==> config.mk <==
export PLATFORM = sky130hd
export DESIGN_NAME = branch_target_buffer
export DESIGN_NICKNAME = d
export VERILOG_FILES = /design/src/rtl/branch_target_buffer.sv
export SDC_FILE = /design/constraint.sdc
export NUM_CORES = 1
export LEC_CHECK = 0
export BUFFER_PORTS_ARGS = -buffer_cell sky130_fd_sc_hd__buf_2
export CAP_MARGIN = 20
export CORE_ASPECT_RATIO = 0.6
export CORE_MARGIN = 1.5
export CORE_UTILIZATION = 40
export CTS_CLUSTER_SIZE = 20
export DETAILED_ROUTE_END_ITERATION = 6
export PLACE_DENSITY = 0.67
export SYNTH_ARGS = -nofsm -noshare
export SYNTH_HDL_FRONTEND = slang
export SYNTH_SLANG_ARGS = --single-unit
export TNS_END_PERCENT = 10
==> constraint.sdc <==
create_clock -name clk -period 4.1 [get_ports clk]
set_input_delay 0.615 -clock clk [delete_from_list [all_inputs] [get_ports clk]]
set_output_delay 0.615 -clock clk [all_outputs]
set_load 0.01 [all_outputs]
==> src/rtl/branch_target_buffer.sv <==
// rtl/branch_target_buffer.sv - direct-mapped BTB turning a direction bit into a next-fetch PC
// Optional macro BTB_BYPASS_EN forwards a same-cycle M-stage update into the fetch lookup.
module branch_target_buffer #(
  parameter int BTB_DEPTH = 4,
  parameter int TAG_WIDTH = 8
) (
  input  logic        clk,
  input  logic        rst,
  input  logic [31:0] pcF,
  input  logic        pcsrcPF,
  input  logic        stallD,
  input  logic        flushE,
  input  logic        branchM,
  input  logic [31:0] pcM,
  input  logic        pcsrcM,
  input  logic [31:0] btaM,
  output logic        hitF,
  output logic        takenPF,
  output logic [31:0] npcF,
  output logic        mispM,
  output logic [31:0] fpcM
);
  localparam int Entries = 1 << BTB_DEPTH;

  logic [Entries-1:0]   validQ;
  logic [TAG_WIDTH-1:0] tagQ    [Entries];
  logic [29:0]          targetQ [Entries];

  logic [BTB_DEPTH-1:0] idxF, idxM;
  logic [TAG_WIDTH-1:0] tagF, tagM;
  logic                 writeM;
  logic                 hitRaw;
  logic [29:0]          targetF;

  assign idxF   = pcF[BTB_DEPTH+1:2];
  assign idxM   = pcM[BTB_DEPTH+1:2];
  assign tagF   = pcF[BTB_DEPTH+TAG_WIDTH+1:BTB_DEPTH+2];
  assign tagM   = pcM[BTB_DEPTH+TAG_WIDTH+1:BTB_DEPTH+2];
  assign writeM = branchM & pcsrcM;
  assign hitRaw = validQ[idxF] && (tagQ[idxF] == tagF);

`ifdef BTB_BYPASS_EN
  logic bypass;
  assign bypass  = writeM && (idxM == idxF) && (tagM == tagF);
  assign hitF    = hitRaw | bypass;
  assign targetF = bypass ? btaM[31:2] : targetQ[idxF];
`else
  assign hitF    = hitRaw;
  assign targetF = targetQ[idxF];
`endif

  // A predicted-taken fetch with no entry has nowhere to go, so it falls through.
  assign takenPF = pcsrcPF & hitF;
  assign npcF    = takenPF ? {targetF, 2'b00} : pcF + 32'd4;

  logic        takenPD, takenPE, takenPM;
  logic [29:0] targetPD, targetPE, targetPM;

  always_ff @(posedge clk) begin
    if (rst) begin
      takenPD  <= 1'b0;
      targetPD <= '0;
      takenPE  <= 1'b0;
      targetPE <= '0;
      takenPM  <= 1'b0;
      targetPM <= '0;
    end else begin
      if (!stallD) begin
        takenPD  <= takenPF;
        targetPD <= targetF;
      end
      if (flushE) begin
        takenPE  <= 1'b0;
        targetPE <= '0;
      end else begin
        takenPE  <= takenPD;
        targetPE <= targetPD;
      end
      takenPM  <= takenPE;
      targetPM <= targetPE;
    end
  end

  assign mispM = branchM & ((pcsrcM != takenPM) |
                            (pcsrcM & takenPM & (targetPM != btaM[31:2])));
  assign fpcM  = pcsrcM ? btaM : pcM + 32'd4;

  always_ff @(posedge clk) begin
    if (rst) begin
      validQ <= '0;
    end else if (writeM) begin
      validQ[idxM] <= 1'b1;
    end
  end

  // Tag/target need no reset: a cleared valid bit masks whatever they hold.
  always_ff @(posedge clk) begin
    if (!rst && writeM) begin
      tagQ[idxM]    <= tagM;
      targetQ[idxM] <= btaM[31:2];
    end
  end
endmodule

Word level (Yosys, flattened, before mapping). Memories as Yosys holds them, arrays and structs flattened. Cells that the tools add are included. Widths: inputs -> output; s select.

Register bits after elaboration: 109. Latch bits: 0. RAM bits: 608. Memory bits (read-only): 0. Input port bits: 103. Output and inout port bits: 67. Word-level logic and storage cells: 37. Memories: 2.

Add/subtract/negate cells: 2. Multipliers: 0. Div/mod/pow operators: 0. $lt $le $gt $ge: 3. Equality and inequality tests: 3. Shifts and indexed selects: 0. Mux-type cells: 8. Bitwise operators: 7. Reductions and logical operators: 5.

Memories: targetQ (depth 16, bits a word 30, rd ports 1, clocked after memory_dff 0, write ports 1, line 27) `logic [29:0] targetQ [Entries];`; tagQ (depth 16, bits a word 8, rd ports 1, clocked after memory_dff 0, write ports 1, line 26) `logic [TAG_WIDTH-1:0] tagQ [Entries];`.

Operators by type and width (number): $add 32x3->32 const B (2); $mux 32 (2); $ne 30x30->1 (1); $or 16x16->16 (1); $lt 4x5->1 const B (2); $eq 8x8->1 (1); $and 1x1->1 (5); $bmux 1 s4 (1); $demux 1 s4 (1); $ge 4x1->1 const B (1); $mux 1 (4); $logic_and 1x1->1 (3); $reduce_or 2->1 (1); $logic_not 1->1 (1); $ne 1x1->1 (1); $or 1x1->1 (1).

Depth between registers and ports, before layout. Gate-level depths: netlist of run 1.

Depth in word-level cells: 5. Gate-level depth with buffers: 12. Mapped depth without buffers: 8.

Worst setup path before layout of run 1. No wires, ideal clock.

Path type: input -> register. Start point: input pcsrcM. End point: memory tagQ[0][0], enable pin. Library setup time: 483 ps. Arrival time: 3886 ps. Required time: 3617 ps. Path slack: -268 ps. Cell stages on the path: 5. Buffers on the path: 1. Cells stage by stage: clkbuf_1 -> nand2_1 -> nor2_1 -> nand2_1 -> nor3_1.

Cells in the longest elaborated chain, start to end: 4.

Ends and longest elaborated chain: from (decl) (line 15) `input logic pcsrcM,`; $and 1x1->1 (line 39) `assign writeM = branchM & pcsrcM;`; $logic_and 1x1->1 (line 98) `if (!rst && writeM) begin`; $mux 1 (line 98); $mux 1 (not written as such) (line 99) `tagQ[idxM] <= tagM;`; to (decl) (line 26).

No other way between the ends.

Final worst setup path of run 1.
Start point: memory tagQ[1][2]. End point: output npcF[18].

Cells in the longest elaborated chain, start to end: 5.

Ends and longest elaborated chain: $mem_v2 16x8; $eq 8x8->1 (line 40) `assign hitRaw = validQ[idxF] && (tagQ[idxF] == tagF);`; $logic_and 1x1->1 (line 40); $and 1x1->1 (line 53) `assign takenPF = pcsrcPF & hitF;`; $mux 32 (line 54) `assign npcF = takenPF ? {targetF, 2'b00} : pcF + 32'd4;`; to (decl) (line 19) `output logic [31:0] npcF,`.

No other way between the ends.

==> summary.md, run 1 <==
| Metric | Value |
|---|---|
| Result of the run | `finished clean` |
| Count of routing violations after the opening detailed-route iteration | `about 1700` |
| Vias in the first global route | `15500` |
| X dimension of the die | `349 um` |
| Count of max-cap constraint violations | `0` |
| Half-perimeter wire length of the detailed placement result | `~47000 um` |
| Final std cells w/o fill | `around 2800` |
| Pin count of the biggest net entering global routing | `between 80 and 90` |
| Synthesized-area fraction occupied by ao, oa, aoi and oai cells | `~1.8%` |
| Static leakage power | `11.6 nW` |
| Initial antenna violation count | `9` |
| Worst slack at placement | `around 82 ps` |
| Capturing element type of the critical path | `output port` |
| Data arrival time of the critical path | `3470 ps` |
| Setup violations, final | `0` |
| Reg clk slew, reported paths | `roughly 60 ps` |
| Synth async-reset ratio | `0%` |
| Count of input and output buffers | `169` |
| Global-route wire length before repair | `110000 um` |
| Setup Fix Bufs, Post-CTS | `0` |
| TritonCTS clock tree | `yes` |
| Effective utilization at floorplan | `40.8%` |
| Final setup margin | `roughly 15 ps` |
| Area delta synth->final | `17.5%` |
| Final design instance area without fill | `~0.034 sq mm` |
| Wirelength, routed | `between 70000 and 80000 um` |
| Post-detailed-route DRC marker count | `0` |
| Register area share after synthesis | `71.2%` |
| Post-route ant nets | `0` |
| Dominant combinational cell family by area after synthesis | `multiplexers` |
| Number of synthesized register bits | `a little over 700` |
| Clock latency reported for the late side of the worst-skew pair | `approximately 590 ps` |
| Power density relative to cell area | `455 mW/mm^2` |
| Num ports | `170` |
| Number of cells after detailed placement | `roughly 2700` |
| Top FF cell, synth | `sky130_fd_sc_hd__edfxtp_1` |
| Die extent in y | `around 210 um` |
| Fraction of layout instances using a drive strength above 1 | `between 30% and 40%` |
| Startpoint type of the worst setup path | `flip-flop` |
| Total Power | `15.4 mW` |
| Average wire per standard cell | `approximately 27 um` |
| Number of hold violations in the final report | `0` |
| Peak ir drop on the vdd network | `~0.00029 V` |
| Yosys warnings | `0` |
| Tmin final | `about 4000 ps` |
| Post-Syn Area | `0.0287 sq mm` |
| Class of the worst hold path | `in -> reg` |
| CTS root buf | `sky130_fd_sc_hd__clkbuf_16` |
| Aggregate global routing overflow | `0` |
| Critical Setup Path Class | `reg -> out` |
| CTS H-Tree Depth | `3` |
| Mux contribution to synthesized area | `between 10% and 20%` |
| Vias/cell | `~5.6` |
| Initial DRT Pass Iterations | `5` |
| Area share of and/or/nand/nor cells after synthesis | `5.04%` |
| Routability Congestion | `about 0.9` |
| Floorplan row count | `75` |
| Cell variety after synth | `48` |
| Adder-Cell Fraction of Synth Area | `less than 1%` |
| Filler instances | `5782` |
| Final number of max-transition violations | `0` |
| Syn_area_per_cell | `roughly 19 sq um` |
| Critical Path RT | `~3500 ps` |
| Final Skew | `about 17 ps` |
| Total routing resource utilization after global routing | `a little over a fifth` |
| Number of cells produced by synthesis | `1534` |
| Worst Max-Slew Pin Slew | `about 830 ps` |
| Post-Synthesis Net Count | `between 1500 and 2000` |
| Xor/xnor cell area share of the yosys netlist | `under 10%` |
| Dpl cell area | `roughly 0.031 sq mm` |
| Maximum net fanout on the critical path | `23` |
| Std-Cell Core Area | `0.0705 sq mm` |
| Inserted Clock Buffers | `67` |
| # nets final | `about 1900` |
| Post-layout util | `around 48%` |
| Tightest slew margin relative to the limit | `44.5%` |
| Register-to-Register Path Depth | `8` |
| RSZ-0062 raised after global routing | `true` |
| Fmax | `0.245 GHz` |
| Number of sinks on the clock net | `~700` |
| Area enclosed by the die boundary | `roughly 0.073 sq mm` |
| WHS Path Cells | `1` |
| Maximum root-to-sink buffer count | `3` |
| Number of vias after detailed routing | `~16000` |
| Number of enable flip-flop cells after synthesis | `608` |
| Final clock period utilization by the worst path | `between 90 and 100%` |
## worst paths after layout
check                  endpoint   startpoint  slack (ps)
hold / removal    targetQ[8][2]      btaM[4]         300
setup / recovery       npcF[18]   tagQ[1][2]          20
setup reg to reg        takenPD   tagQ[1][2]        1450
hold reg to reg     targetPM[0]  targetPE[0]         430
## kinds of logic after synthesis
kind of cell	after synthesis
compound gates	75
xor+xnor	92
fa+ha+maj	6
buf+inv	89
flops	717
mux	270
simple gates	285
## cell usage in the layout (no fill, tap or decap), types with 37 or more instances in the layout
cell	count
sky130_fd_sc_hd__xnor2_1	53
sky130_fd_sc_hd__mux4_2	174
sky130_fd_sc_hd__buf_4	69
sky130_fd_sc_hd__and2_1	37
sky130_fd_sc_hd__mux2i_1	62
sky130_fd_sc_hd__nor2b_1	37
sky130_fd_sc_hd__dfxtp_1	109
sky130_fd_sc_hd__nor2_1	53
sky130_fd_sc_hd__buf_2	151
sky130_fd_sc_hd__edfxtp_1	608
sky130_fd_sc_hd__nand2_1	59
sky130_fd_sc_hd__xor2_1	37
sky130_fd_sc_hd__clkbuf_16	73
## registers in the layout (all words and copies together), names as in the netlist
register	flops
tagQ	128
takenPD	1
takenPE	1
takenPM	1
targetPD	30
targetPE	30
targetPM	30
targetQ	480
validQ	16
## worst max-delay path: stages (launching register included)
cell                        delay, ps
sky130_fd_sc_hd__edfxtp_1         420
sky130_fd_sc_hd__mux4_2           490
sky130_fd_sc_hd__mux4_2           510
sky130_fd_sc_hd__xnor2_2          190
sky130_fd_sc_hd__nand2_2          120
sky130_fd_sc_hd__a2111oi_4        260
sky130_fd_sc_hd__nand4_4          170
sky130_fd_sc_hd__buf_12           200
sky130_fd_sc_hd__mux2_4           340
sky130_fd_sc_hd__buf_6            120
## cells in the mapped netlist (all sizes together) (2+ instances only)
cell type | instances | share of area, %
o32a | 2 | 0.070
a21o | 16 | 0.42
mux2 | 34 | 1.7
and4 | 4 | 0.12
a211oi | 2 | 0.070
ha | 6 | 0.26
xor2 | 37 | 1.1
xnor2 | 55 | 1.7
buf | 32 | 0.71
nand3 | 29 | 0.51
nand4 | 21 | 0.51
a22o | 4 | 0.12
mux2i | 62 | 2.2
mux4 | 174 | 14
clkinv | 2 | 0.026
clkbuf | 45 | 0.59
or3 | 2 | 0.044
o21ai | 31 | 0.54
dfxtp | 109 | 7.6
a22oi | 9 | 0.24
nand2b | 3 | 0.065
inv | 10 | 0.13
nor2b | 37 | 0.81
nor2 | 65 | 0.85
and3 | 11 | 0.24
nor4 | 4 | 0.087
edfxtp | 608 | 64
and2 | 37 | 0.81
nand2 | 60 | 0.78
nor3 | 11 | 0.19
## repair_timing
action                     in CTS  in global routing
cloned                          0                  0
setup endpoints to repair      27                 27
pin swaps                       1                  0
resized for setup               3                 15
hold buffers                    0                  0
## metrics by stage
stage	hold WS, ps	TNS (ps)
final	299	0
after global placement	416	0
after detailed placement	424	0
after global routing	277	-1150
after floorplan	414	-16600
after CTS	269	0
## final cells by class
cell class	instances	area [sq um]	area share (%)
sequential	717	20400	60.5
multi-input combinational	728	8020	23.7
clock buffer	98	2010	5.96
timing repair buffer	254	1810	5.36
tap	962	1200	3.57
clock inverter	26	231	0.686
inverter	12	45.0	0.133
antenna	1	2.50	0.00741
## routing by layer
| layer | global-route usage [%] | wire length [um] |
|---|---|---|
| met1 | 30.0 | 33000 |
| met2 | 32.1 | 35400 |
| met3 | 4.57 | 6450 |
| met4 | 5.74 | 1940 |
| met5 | 0 | 28 |
## power breakdown
part	internal, mW	switching (mW)	total [mW]
clock	3.63	2.69	6.31
sequential	7.98	0.0253	8.00
combinational	0.435	0.609	1.04
total	12.0	3.32	15.4
No activity file was read; power rests on OpenSTA's default activity.
==> run 2: changes to the inputs <==
--- a/config.mk
+++ b/config.mk
@@ -9,10 +9,10 @@
 export CAP_MARGIN = 20
 export CORE_ASPECT_RATIO = 0.6
 export CORE_MARGIN = 1.5
-export CORE_UTILIZATION = 40
+export CORE_UTILIZATION = 51
 export CTS_CLUSTER_SIZE = 20
 export DETAILED_ROUTE_END_ITERATION = 6
-export PLACE_DENSITY = 0.67
+export PLACE_DENSITY = 0.8
 export SYNTH_ARGS = -nofsm -noshare
 export SYNTH_HDL_FRONTEND = slang
 export SYNTH_SLANG_ARGS = --single-unit
==> run 2 against run 1 <==
  * Fmax increased by 1.3%
  * Combinational power about the same
  * Sequential cell count unchanged
  * Critical path depth unchanged
  * Cell count decreased by 8.0%
  * Routed wire length decreased by 4.3%
  * Core utilization increased by 11 points
  * Worst setup slack improved by 54 ps
  * Power decreased by 3.2%
  * Critical path type unchanged
  * Largest power group unchanged
  * Highest routed layer unchanged
==> summary.md, run 2 (same netlist as run 1, synthesis figures left out) <==
| Metric | Value |
|---|---|
| Result of the run | `finished clean` |
| Number of flip-flops in the largest register | `480` |
| Initial DRT Pass Iterations | `5` |
| Aggregate global routing overflow | `0` |
| Dpl cell area | `around 0.031 sq mm` |
| X dimension of the die | `a little over 300 um` |
| Final Skew | `27.0 ps` |
| Startpoint type of the worst setup path | `flip-flop` |
| Vias/cell | `6.17` |
| Power density relative to cell area | `~450 mW/mm^2` |
| Leading cell types in the layout, fill and taps excluded | `sky130_fd_sc_hd__edfxtp_1, sky130_fd_sc_hd__mux4_2, sky130_fd_sc_hd__buf_2` |
| Critical Setup Path Class | `reg -> out` |
| Largest registers ranked by flip-flop count | `targetQ: 480 flops, tagQ: 128 flops` |
| Peak ir drop on the vdd network | `a little under 0.0004 V` |
| Hold Worst Slack | `370 ps` |
| Data arrival time of the critical path | `3420 ps` |
| Clock latency reported for the late side of the worst-skew pair | `630 ps` |
| Setup TNS | `0 ps` |
| Half-perimeter wire length of the detailed placement result | `44600 um` |
| Fmax | `about 0.25 GHz` |
| Count of max-cap constraint violations | `0` |
| Number of hold violations in the final report | `0` |
| Capturing element type of the critical path | `output port` |
| Final clock period utilization by the worst path | `about 100%` |
| Maximum root-to-sink buffer count | `3` |
| Floorplan row count | `67` |
| Post-route ant nets | `0` |
| Critical path, cell by cell | `mux4_2 -> mux4_2 -> xnor2_2 -> nand2_2 -> a2111oi_4 -> nand4_4 -> buf_12 -> mux2_4 -> buf_6` |
| Num ports | `170` |
| Commonest non-fill, non-tap cell in the layout | `sky130_fd_sc_hd__edfxtp_1` |
| Effective utilization at floorplan | `51.5%` |
| Average wire per standard cell | `approximately 29 um` |
| Final setup margin | `slightly below 70 ps` |
| Final design instance area without fill | `0.0331 sq mm` |
| Area delta synth->final | `15.2%` |
| Reg clk slew, reported paths | `around 70 ps` |
| Class of the worst hold path | `in -> reg` |
| Tmin final | `just over 4000 ps` |
| Maximum net fanout on the critical path | `23` |
| Inserted Clock Buffers | `60` |
| Count of routing violations after the opening detailed-route iteration | `about 2000` |
| Global-route wire length before repair | `107000 um` |
| Area enclosed by the die boundary | `0.0578 sq mm` |
| Fraction of layout instances using a drive strength above 1 | `between 30% and 40%` |
| Buf/Inv on CP | `2` |
| Worst Max-Slew Pin Slew | `1100 ps` |
| Number of cells after detailed placement | `2456` |
| Setup Fix Bufs, Post-CTS | `0` |
| Std-Cell Core Area | `between 0.05 and 0.06 sq mm` |
| Tightest slew margin relative to the limit | `a little over a quarter` |
| Number of vias after detailed routing | `15900` |
| Routability Congestion | `roughly 0.9` |
| Slowest stage delay, CP | `~530 ps` |
| Die extent in y | `~190 um` |
| Initial antenna violation count | `7` |
| Static leakage power | `about 11 nW` |
| Pin count of the biggest net entering global routing | `70` |
| Total Power | `between 10 and 15 mW` |
| Setup violations, final | `0` |
| Number of sinks on the clock net | `slightly above 700` |
| Wirelength, routed | `between 70000 and 80000 um` |
| Post-detailed-route DRC marker count | `0` |
| Final number of max-transition violations | `0` |
| TritonCTS clock tree | `yes` |
| Worst slack at placement | `159 ps` |
| Final std cells w/o fill | `2573` |
| # nets final | `around 1900` |
| Register with the most flip-flops | `targetQ` |
| CTS H-Tree Depth | `2` |
| RSZ-0062 raised after global routing | `true` |
| Kind of cell with the highest combined delay on the critical path | `multiplexers` |
| Count of input and output buffers | `~170` |
| Vias in the first global route | `15700` |
| Post-layout util | `approximately 59%` |
| CP dominant cell by count | `sky130_fd_sc_hd__mux4_2` |
| Total routing resource utilization after global routing | `between 20 and 30%` |
| Library cell contributing the largest single delay on the critical path | `sky130_fd_sc_hd__mux4_2` |
| CTS root buf | `sky130_fd_sc_hd__clkbuf_16` |
| Critical Path RT | `3480 ps` |
## run 2: changes by cell type in the layout (fill, tap and decap cells not counted), moves of 2 or more
cell                        previous run  this run
sky130_fd_sc_hd__clkinv_2              9        14
sky130_fd_sc_hd__clkbuf_1             16        11
sky130_fd_sc_hd__buf_12               17         9
sky130_fd_sc_hd__bufinv_16             3         5
sky130_fd_sc_hd__clkbuf_16            73        65
sky130_fd_sc_hd__buf_4                69        64
sky130_fd_sc_hd__clkbuf_8              9         2
sky130_fd_sc_hd__diode_2               1         3
sky130_fd_sc_hd__clkinv_1              9        12
sky130_fd_sc_hd__inv_6                 4         1
## run 2: cell type report
| cell class | instances | area [sq um] |
|---|---|---|
| repair buffers | 240 | 1600 |
| multi-input cells | 728 | 8020 |
| flip-flops and latches | 717 | 20400 |
| inverters | 12 | 48.8 |
| clock inverters | 36 | 330 |
| fillers | 3899 | 22700 |
| clock buffers | 78 | 1700 |
| diodes | 3 | 7.51 |
| well taps | 759 | 950 |
## run 2: timing repair
item                                    CTS  global route
endpoints found under the hold margin     0             0
gates resized for setup                   0            19
hold buffers                              0             0
endpoints found under the setup margin    0            29
## run 2: power breakdown
group | total, mW | leakage [nW] | internal [mW] | switching [mW]
clock | 5.85 | 0.997 | 3.25 | 2.61
sequential | 8.00 | 6.36 | 7.97 | 0.0278
combinational | 1.02 | 4.06 | 0.417 | 0.599
## run 2: routing by layer
layer	vias up	track usage, %	part of all wire, %
met5	-	0	0.026
met4	4	8.13	3.4
met3	142	5.40	11
met2	933	38.4	46
met1	8285	37.6	40
li1	6513	-	-
## run 2: final timing paths
kind                                   from  slack, ps  cells past startpoint           to
worst max register to register   tagQ[5][3]       1470                      8      takenPD
worst max-delay path             tagQ[5][3]         70                      9     npcF[20]
worst min-delay path                    rst        370                      2  targetPM[7]
worst min register to register  targetPE[7]        430                      1  targetPM[7]
## run 2: worst register-to-register path, cell delays in order (launching register included)
cell and delay (ps):
sky130_fd_sc_hd__edfxtp_1 370, sky130_fd_sc_hd__mux4_2 470, sky130_fd_sc_hd__mux4_2 530, sky130_fd_sc_hd__xnor2_2 220
sky130_fd_sc_hd__nand2_2 100, sky130_fd_sc_hd__a2111oi_4 270, sky130_fd_sc_hd__nand4_4 160, sky130_fd_sc_hd__buf_12 200
sky130_fd_sc_hd__o31ai_1 220
